### src/rtl/memory_arbiter.sv
// memory_arbiter: arbitrates a single RAM port between an icache (single-word
// reads) and a dcache (BLKWORDS-word block transactions). The grant alternates
// when both caches contend, a dcache block is never interrupted, and RAM data
// is forwarded to both caches with no register in the path.
module memory_arbiter #(
  parameter int BLKWORDS = 2
) (
  input  logic        CLK,
  input  logic        nRST,
  // icache side
  input  logic        iREN,
  input  logic [31:0] iaddr,
  output logic        iwait,
  output logic [31:0] iload,
  // dcache side
  input  logic        dREN,
  input  logic        dWEN,
  input  logic [31:0] daddr,
  input  logic [31:0] dstore,
  output logic        dwait,
  output logic [31:0] dload,
  // RAM side
  output logic        ramREN,
  output logic        ramWEN,
  output logic [31:0] ramaddr,
  output logic [31:0] ramstore,
  input  logic [31:0] ramload,
  input  logic [1:0]  ramstate
);

  // Word counter is at least one bit wide so a single-word block still elaborates.
  localparam int CW = (BLKWORDS > 1) ? $clog2(BLKWORDS) : 1;
  localparam logic [CW-1:0] WLAST = CW'(BLKWORDS - 1);
  localparam logic [CW-1:0] WZERO = CW'(1'b0);
  localparam logic [CW-1:0] WONE  = CW'(1'b1);

  // RAM handshake encoding; only ACCESS completes a word.
  localparam logic [1:0] RAM_ACCESS = 2'd2;

  typedef enum logic [1:0] {
    IDLE = 2'd0,
    DBLK = 2'd1,
    IACC = 2'd2
  } state_t;

  state_t        state_r;
  state_t        next_state_s;
  logic [CW-1:0] wcnt_r;
  logic [CW-1:0] next_wcnt_s;
  logic          lastd_r;
  logic          next_lastd_s;

  logic          access_s;
  logic          dreq_s;
  logic          grant_d_s;
  logic          grant_i_s;

  // Word completion and "dcache wants the bus" are used by every process below.
  assign access_s = (ramstate == RAM_ACCESS);
  assign dreq_s   = dREN | dWEN;

  // Loads are a straight wire from RAM; validity is signalled by the waits.
  assign iload = ramload;
  assign dload = ramload;

  // Who owns the RAM port this cycle: held owner in DBLK/IACC, fresh pick in IDLE.
  // The pick is qualified by nRST so nothing is requested while reset is held.
  always_comb begin
    grant_d_s = 1'b0;
    grant_i_s = 1'b0;
    case (state_r)
      IDLE: begin
        if (nRST && dreq_s && !(lastd_r && iREN)) begin
          grant_d_s = 1'b1;
        end else if (nRST && iREN) begin
          grant_i_s = 1'b1;
        end else begin
          grant_d_s = 1'b0;
          grant_i_s = 1'b0;
        end
      end
      DBLK: begin
        grant_d_s = 1'b1;
      end
      IACC: begin
        grant_i_s = 1'b1;
      end
      default: begin
        grant_d_s = 1'b0;
        grant_i_s = 1'b0;
      end
    endcase
  end

  // State register: FSM state, block word counter and fairness flag.
  always_ff @(posedge CLK or negedge nRST) begin
    if (!nRST) begin
      state_r <= IDLE;
      wcnt_r  <= WZERO;
      lastd_r <= 1'b0;
    end else begin
      state_r <= next_state_s;
      wcnt_r  <= next_wcnt_s;
      lastd_r <= next_lastd_s;
    end
  end

  // Next-state logic: start grants, count block words, finish or abort transactions.
  always_comb begin
    next_state_s = state_r;
    next_wcnt_s  = wcnt_r;
    next_lastd_s = lastd_r;
    case (state_r)
      IDLE: begin
        if (grant_d_s) begin
          next_state_s = DBLK;
          next_wcnt_s  = WZERO;
        end else if (grant_i_s) begin
          next_state_s = IACC;
        end else begin
          next_state_s = IDLE;
        end
      end
      DBLK: begin
        if (access_s) begin
          if (wcnt_r == WLAST) begin
            // Last word of the block: hand priority to the icache next time.
            next_state_s = IDLE;
            next_wcnt_s  = WZERO;
            next_lastd_s = 1'b1;
          end else begin
            next_wcnt_s  = wcnt_r + WONE;
          end
        end else if (!dreq_s) begin
          // dcache withdrew mid-block: give up the rest of the block.
          next_state_s = IDLE;
          next_wcnt_s  = WZERO;
          next_lastd_s = 1'b1;
        end else begin
          next_state_s = DBLK;
        end
      end
      IACC: begin
        if (access_s) begin
          next_state_s = IDLE;
          next_lastd_s = 1'b0;
        end else if (!iREN) begin
          // icache withdrew before completion; fairness history is left as is.
          next_state_s = IDLE;
        end else begin
          next_state_s = IACC;
        end
      end
      default: begin
        next_state_s = IDLE;
        next_wcnt_s  = WZERO;
      end
    endcase
  end

  // Output logic: forward the owner's request to RAM and release its wait on ACCESS.
  always_comb begin
    ramstore = dstore;
    if (grant_i_s) begin
      ramaddr = iaddr;
      ramREN  = 1'b1;
      ramWEN  = 1'b0;
    end else if (grant_d_s) begin
      // A write takes precedence when the dcache raises both strobes.
      ramaddr = daddr;
      ramREN  = dREN & ~dWEN;
      ramWEN  = dWEN;
    end else begin
      ramaddr = daddr;
      ramREN  = 1'b0;
      ramWEN  = 1'b0;
    end
    // IDLE never completes a word, so waits drop only in the owning state.
    if ((state_r == DBLK) && access_s) begin
      dwait = 1'b0;
    end else begin
      dwait = 1'b1;
    end
    if ((state_r == IACC) && access_s) begin
      iwait = 1'b0;
    end else begin
      iwait = 1'b1;
    end
  end

endmodule

### config.mk
export PLATFORM = sky130hd
export DESIGN_NAME = memory_arbiter
export DESIGN_NICKNAME = d
export VERILOG_FILES = /design/src/rtl/memory_arbiter.sv
export SDC_FILE = /design/constraint.sdc
export NUM_CORES = 1
export LEC_CHECK = 0
export CORE_ASPECT_RATIO = 0.75
export CORE_MARGIN = 10
export CORE_UTILIZATION = 20
export CTS_BUF_LIST = sky130_fd_sc_hd__clkbuf_8 sky130_fd_sc_hd__clkbuf_16
export CTS_CLUSTER_DIAMETER = 200
export DETAILED_ROUTE_END_ITERATION = 12
export PLACE_DENSITY = 0.86
export SYNTH_ARGS = -nofsm -noshare
export SYNTH_HDL_FRONTEND = slang
export SYNTH_SLANG_ARGS = --single-unit
export TNS_END_PERCENT = 50
### constraint.sdc
create_clock -name CLK -period 2 [get_ports CLK]
set_input_delay 0.2 -clock CLK [delete_from_list [all_inputs] [get_ports CLK]]
set_output_delay 0.2 -clock CLK [all_outputs]
set_load 0.005 [all_outputs]
Word-level counts from Yosys, hierarchy flattened

Cells that the tools add are included.

Bits in registers: 4
Input bits: 135
Word-level logic and storage cells: 56

Bitwise operators: 4
Eq/ne operators: 7
Multiplexer cells: 30
Add/sub/neg operators: 1
Reductions and logical operators: 11

Operators by type and width:

| operator                                                        | number |
|---|---|
| 32-bit two-way mux                                              | 1 |
| 1-bit two-way mux                                               | 18 |
| 2-bit two-way mux                                               | 6 |
| 1-bit logical AND                                               | 6 |
| 3-bit != test, second input constant                            | 2 |
| 1-bit case mux with 2 select lines                              | 3 |
| 2-bit case mux with 3 select lines                              | 1 |
| 2-bit == test, second input constant                            | 2 |
| 2-bit != test, second input constant                            | 2 |
| 4-bit AND reduction                                             | 1 |
| 1-bit case mux with 3 select lines                              | 1 |
| 3-bit AND reduction                                             | 1 |
| 2-bit by 1-bit == test with 1-bit output, second input constant | 1 |
| 2-bit zero test                                                 | 1 |
| 1-bit NOT                                                       | 2 |
| 2-bit nonzero test                                              | 1 |
| 1-bit adder, second input constant                              | 1 |
| 1-bit bitwise AND                                               | 1 |
| 1-bit zero test                                                 | 1 |
| 1-bit OR                                                        | 1 |

Logic depth before layout (Yosys ltp)

Depth after elaboration: 8
Gate-level depth with buffers: 4
Gate-level depth less buffers: 3

Least setup slack after synthesis

Ideal clock, no wire load.

Path type: reg-to-output
From: register state_r[0]
To: output port ramaddr[0]
Arrival: 1.456 ns
Stages on the path, launching flop included: 5
Buffers on the path: 1
Slack: 0.344 ns
Cells stage by stage: dfrtp_1 -> nand2b_1 -> o31ai_4 -> buf_6 -> mux2_2

Word-level cells in the longest chain between the ends: 3
Elaborated cells between the ends (all ways): 4

RTL lines:

| what                                             | line | RTL |
|---|---|---|
| start, declared                                  | 46   | `state_t state_r;` |
| start signal, assigned                           | 102  | `state_r <= next_state_s;` |
| 2-bit == test or 2-bit zero test (tied branches) | 71   | `case (state_r)` |
| 1-bit case mux with 2 select lines *             | 71   |  |
| 32-bit two-way mux *                             | 164  | `if (grant_i_s) begin` |
| end, declared                                    | 25   | `output logic [31:0] ramaddr,` |

Mark *: on every way between the ends. The rest lies on a longest branch, timed or not.

Final worst setup path

From: register lastd_r
To: output port ramaddr[0]

Word-level cells in the longest chain between the ends: 6

RTL lines:

| what                               | line | RTL |
|---|---|---|
| start, declared                    | 50   | `logic lastd_r;` |
| start signal, assigned             | 104  | `lastd_r <= next_lastd_s;` |
| 1-bit logical AND                  | 73   | `if (nRST && dreq_s && !(lastd_r && iREN)) begin` |
| 1-bit zero test                    | 73   |  |
| 1-bit logical AND                  | 73   |  |
| 1-bit two-way mux                  | 73   |  |
| 1-bit case mux with 2 select lines | 71   |  |
| 32-bit two-way mux                 | 164  |  |

Every way passes these cells.

==> impl_results.md <==
- WL/cell: 19.3 um
- Worst IR Drop VDD: 0.210 mV
- Setup ws final: -0.0916 ns
- CP required: 1.80 ns
- GRT Overall Usage: 8.91%
- CTS H-tree depth: 1
- Root buffer cell: clkbuf_8
- Initial Util: 20.7%
- CTS Buf Count: 3
- Io pins: 267
- Nets: 335
- Mapped Cells: 169
- Total power: 1.57 mW
- Syn. warnings: 0
- Synth-to-layout area growth: 49.5%
- Drt first-iter violations: 30
- DRT Pass-1 Iters: 4
- Clock power share: 10.5%
- Commonest cells post-synth: buf_4, mux2_2, nand2_1
- Post-synth top area share: 50.4%
- Switching Share: 32.3%
- Power Density: 734 nW/um^2
- Clk pin slew, worst setup/hold paths: 0.03 ns
- Fraction of registers with async set/reset: 100%
- FMAX: 478 MHz
- First-pass GRT wire length: 7.87 mm
- Largest net degree at the start of global routing: 18
- CP max FO: 7
- Overflow after GRT: 0
- Synth Cell Area: 1430 um^2
- Synth top area cells: buf_4, mux2_2, dfrtp_1
- Kind of critical path: flop to output pin
- Hold WS: 0.0322 ns
- Combinational power share: 80.7%
- Die Span Y: 93.2 um
- Max Root-Sink Buffers: 2
- Seq pwr share: 8.8%
- Clock sink count: 4
- ANT nets after route: 0
- Fin. max-slew vios: 0
- Post-synth EDFFs: 0
- Post-synthesis sequential area ratio: 7.00%
- Die Width: 118 um
- Final setup fails: 13
- Final Wtd Congestion: 0.799
- Via-per-instance ratio: 3.99
- Vias in the first global route: 1257
- Syn avg cell area: 8.46 um^2
- Crit path DAT: 1.89 ns
- DIE AREA: 11000 um^2
- Minimum clock period: 2.09 ns
- PortBufs: 106
- Core ar.: 6900 um^2
- Routed WL: 5.71 mm
- Slew margin rel.: 79.6%
- Internal power: 1.06 mW
- Post-DP HPWL: 4.46 mm
- Worst-skew pair later-pin latency: 0.21 ns
- Failing checks: setup timing
- Crit end category: output pin
- Startpoint Class: flop
- Synth Flop Type: dfrtp_1
- Synthesized net count: 304
- Count leader, synth: buf_4
- Ant. Diodes: 0
- Place WS: -0.412 ns
- DRC: 0
- P_sw: 0.506 mW
- Status: finished with violations
- Register bit total from synthesis: 4
- Num rows: 26
- TritonCTS clock tree: done
- Leak pwr: 0.921 nW
- Synth area leader: buf_4
- Vias: 1182
- Hold Vio Cnt, Final: 0
- Initial antenna violation count: 0
- Max Cap Viol: 0
- Synth unique cells: 26
- Period utilisation layout: 105%
- Hold Path Class: input pin to asynchronous set/reset pin
- Clock Skew: 0.00273 ns
- Share of cells above drive strength 1: 44.9%
- RSZ-0062 raised after global routing: true
- Worst slew pin tran: 0.303 ns
==> worst max-delay path, stage by stage (launching register included) <==
cell     delay, ns
dfrtp_1       0.39
o21ba_4       0.18
o31ai_4       0.28
buf_6         0.17
buf_16        0.13
buf_6         0.11
mux2_4        0.30
buf_6         0.12
==> metrics by stage <==
| stage | util (%) | cell area [um^2] | instances | setup TNS [ns] |
|---|---|---|---|---|
| 3_3_place_gp | 28.0 | 1930 | 282 | -11.98 |
| 5_1_grt | 31.0 | 2140 | 296 | -3.19 |
| 3_5_place_dp | 28.0 | 1930 | 282 | -12.65 |
| 2_1_floorplan | - | 1430 | 169 | 0 |
| 4_1_cts | 29.8 | 2060 | 295 | -2.22 |
| 6_report | 31.0 | 2140 | 296 | -0.791 |
==> routing by layer <==
metal / GRT usage (%) / vias to the layer above / part of all wire (%)
li1: - / 522 / -
met1: 9.53 / 533 / 38
met2: 13.1 / 119 / 46
met3: 7.69 / 8 / 16
met4: 1.95 / 0 / 0.42
met5: 0 / - / 0
==> power groups by stage <==
stage / clock (mW) / combinational (mW) / sequential, mW
floorplan: 0 / 0.607 / 0.140
global placement: 0 / 0.997 / 0.136
detailed placement: 0 / 1.01 / 0.135
CTS: 0.169 / 1.15 / 0.136
global route: 0.180 / 1.35 / 0.142
finish: 0.164 / 1.27 / 0.138
==> worst paths after layout <==
path | startpoint | to | slack [ns] | cells after the start
min in group CLK | dstore[0] | ramstore[0] | 0.40 | 0
worst max-delay path | lastd_r | ramaddr[0] | -0.09 | 7
max in group asynchronous | nRST | state_r[0] | 1.87 | 2
worst min register to register | wcnt_r | wcnt_r | 0.57 | 2
worst max register to register | lastd_r | wcnt_r | 0.74 | 4
worst min-delay path | nRST | state_r[1] | 0.03 | 2
==> registers in the layout, summed over array words and instances (netlist names) <==
name,flops
state_r,2
wcnt_r,1
lastd_r,1
==> layout make-up <==
cell class	instances	area, um^2
Clock buffer	3	41.3
Sequential cell	4	100
Tap cell	98	123
Multi-Input combinational cell	63	649
Inverter	3	11.3
Timing Repair Buffer	125	1210
Fill cell	729	4760
==> cell usage in the layout (no fill, tap or decap), types with 2 or more instances in the layout <==
| master | synthesis | layout |
|---|---|---|
| buf_12 | 0 | 2 |
| buf_2 | 0 | 8 |
| buf_4 | 96 | 10 |
| buf_6 | 3 | 20 |
| clkbuf_2 | 0 | 7 |
| clkbuf_8 | 0 | 3 |
| clkdlybuf4s50_1 | 0 | 69 |
| dfrtp_1 | 4 | 4 |
| dlygate4sd2_1 | 0 | 5 |
| inv_1 | 3 | 2 |
| mux2_2 | 30 | 12 |
| mux2_4 | 0 | 19 |
| nand2_1 | 5 | 5 |
| nand2b_1 | 4 | 3 |
| nand3_1 | 2 | 2 |
| nor2_1 | 3 | 3 |
| nor2b_1 | 2 | 2 |
==> kinds of logic (layout without fill, tap and decap cells) <==
logic type	after synthesis	count (layout)	share of synthesized area (%)
buf+inv	102	131	53.5
mux	33	33	25.9
simple gates	20	20	7.17
flops	4	4	7.00
compound gates	10	10	6.39
==> repair_timing <==
action,4_1_cts,5_1_grt
setup endpoints to repair,34,33
resized for setup,106,63
hold endpoints to repair,0,0
hold buffers,0,0
gates cloned,2,0
buffers inserted,8,3
pin swaps,1,1
Power figures use the tool's default switching activity.
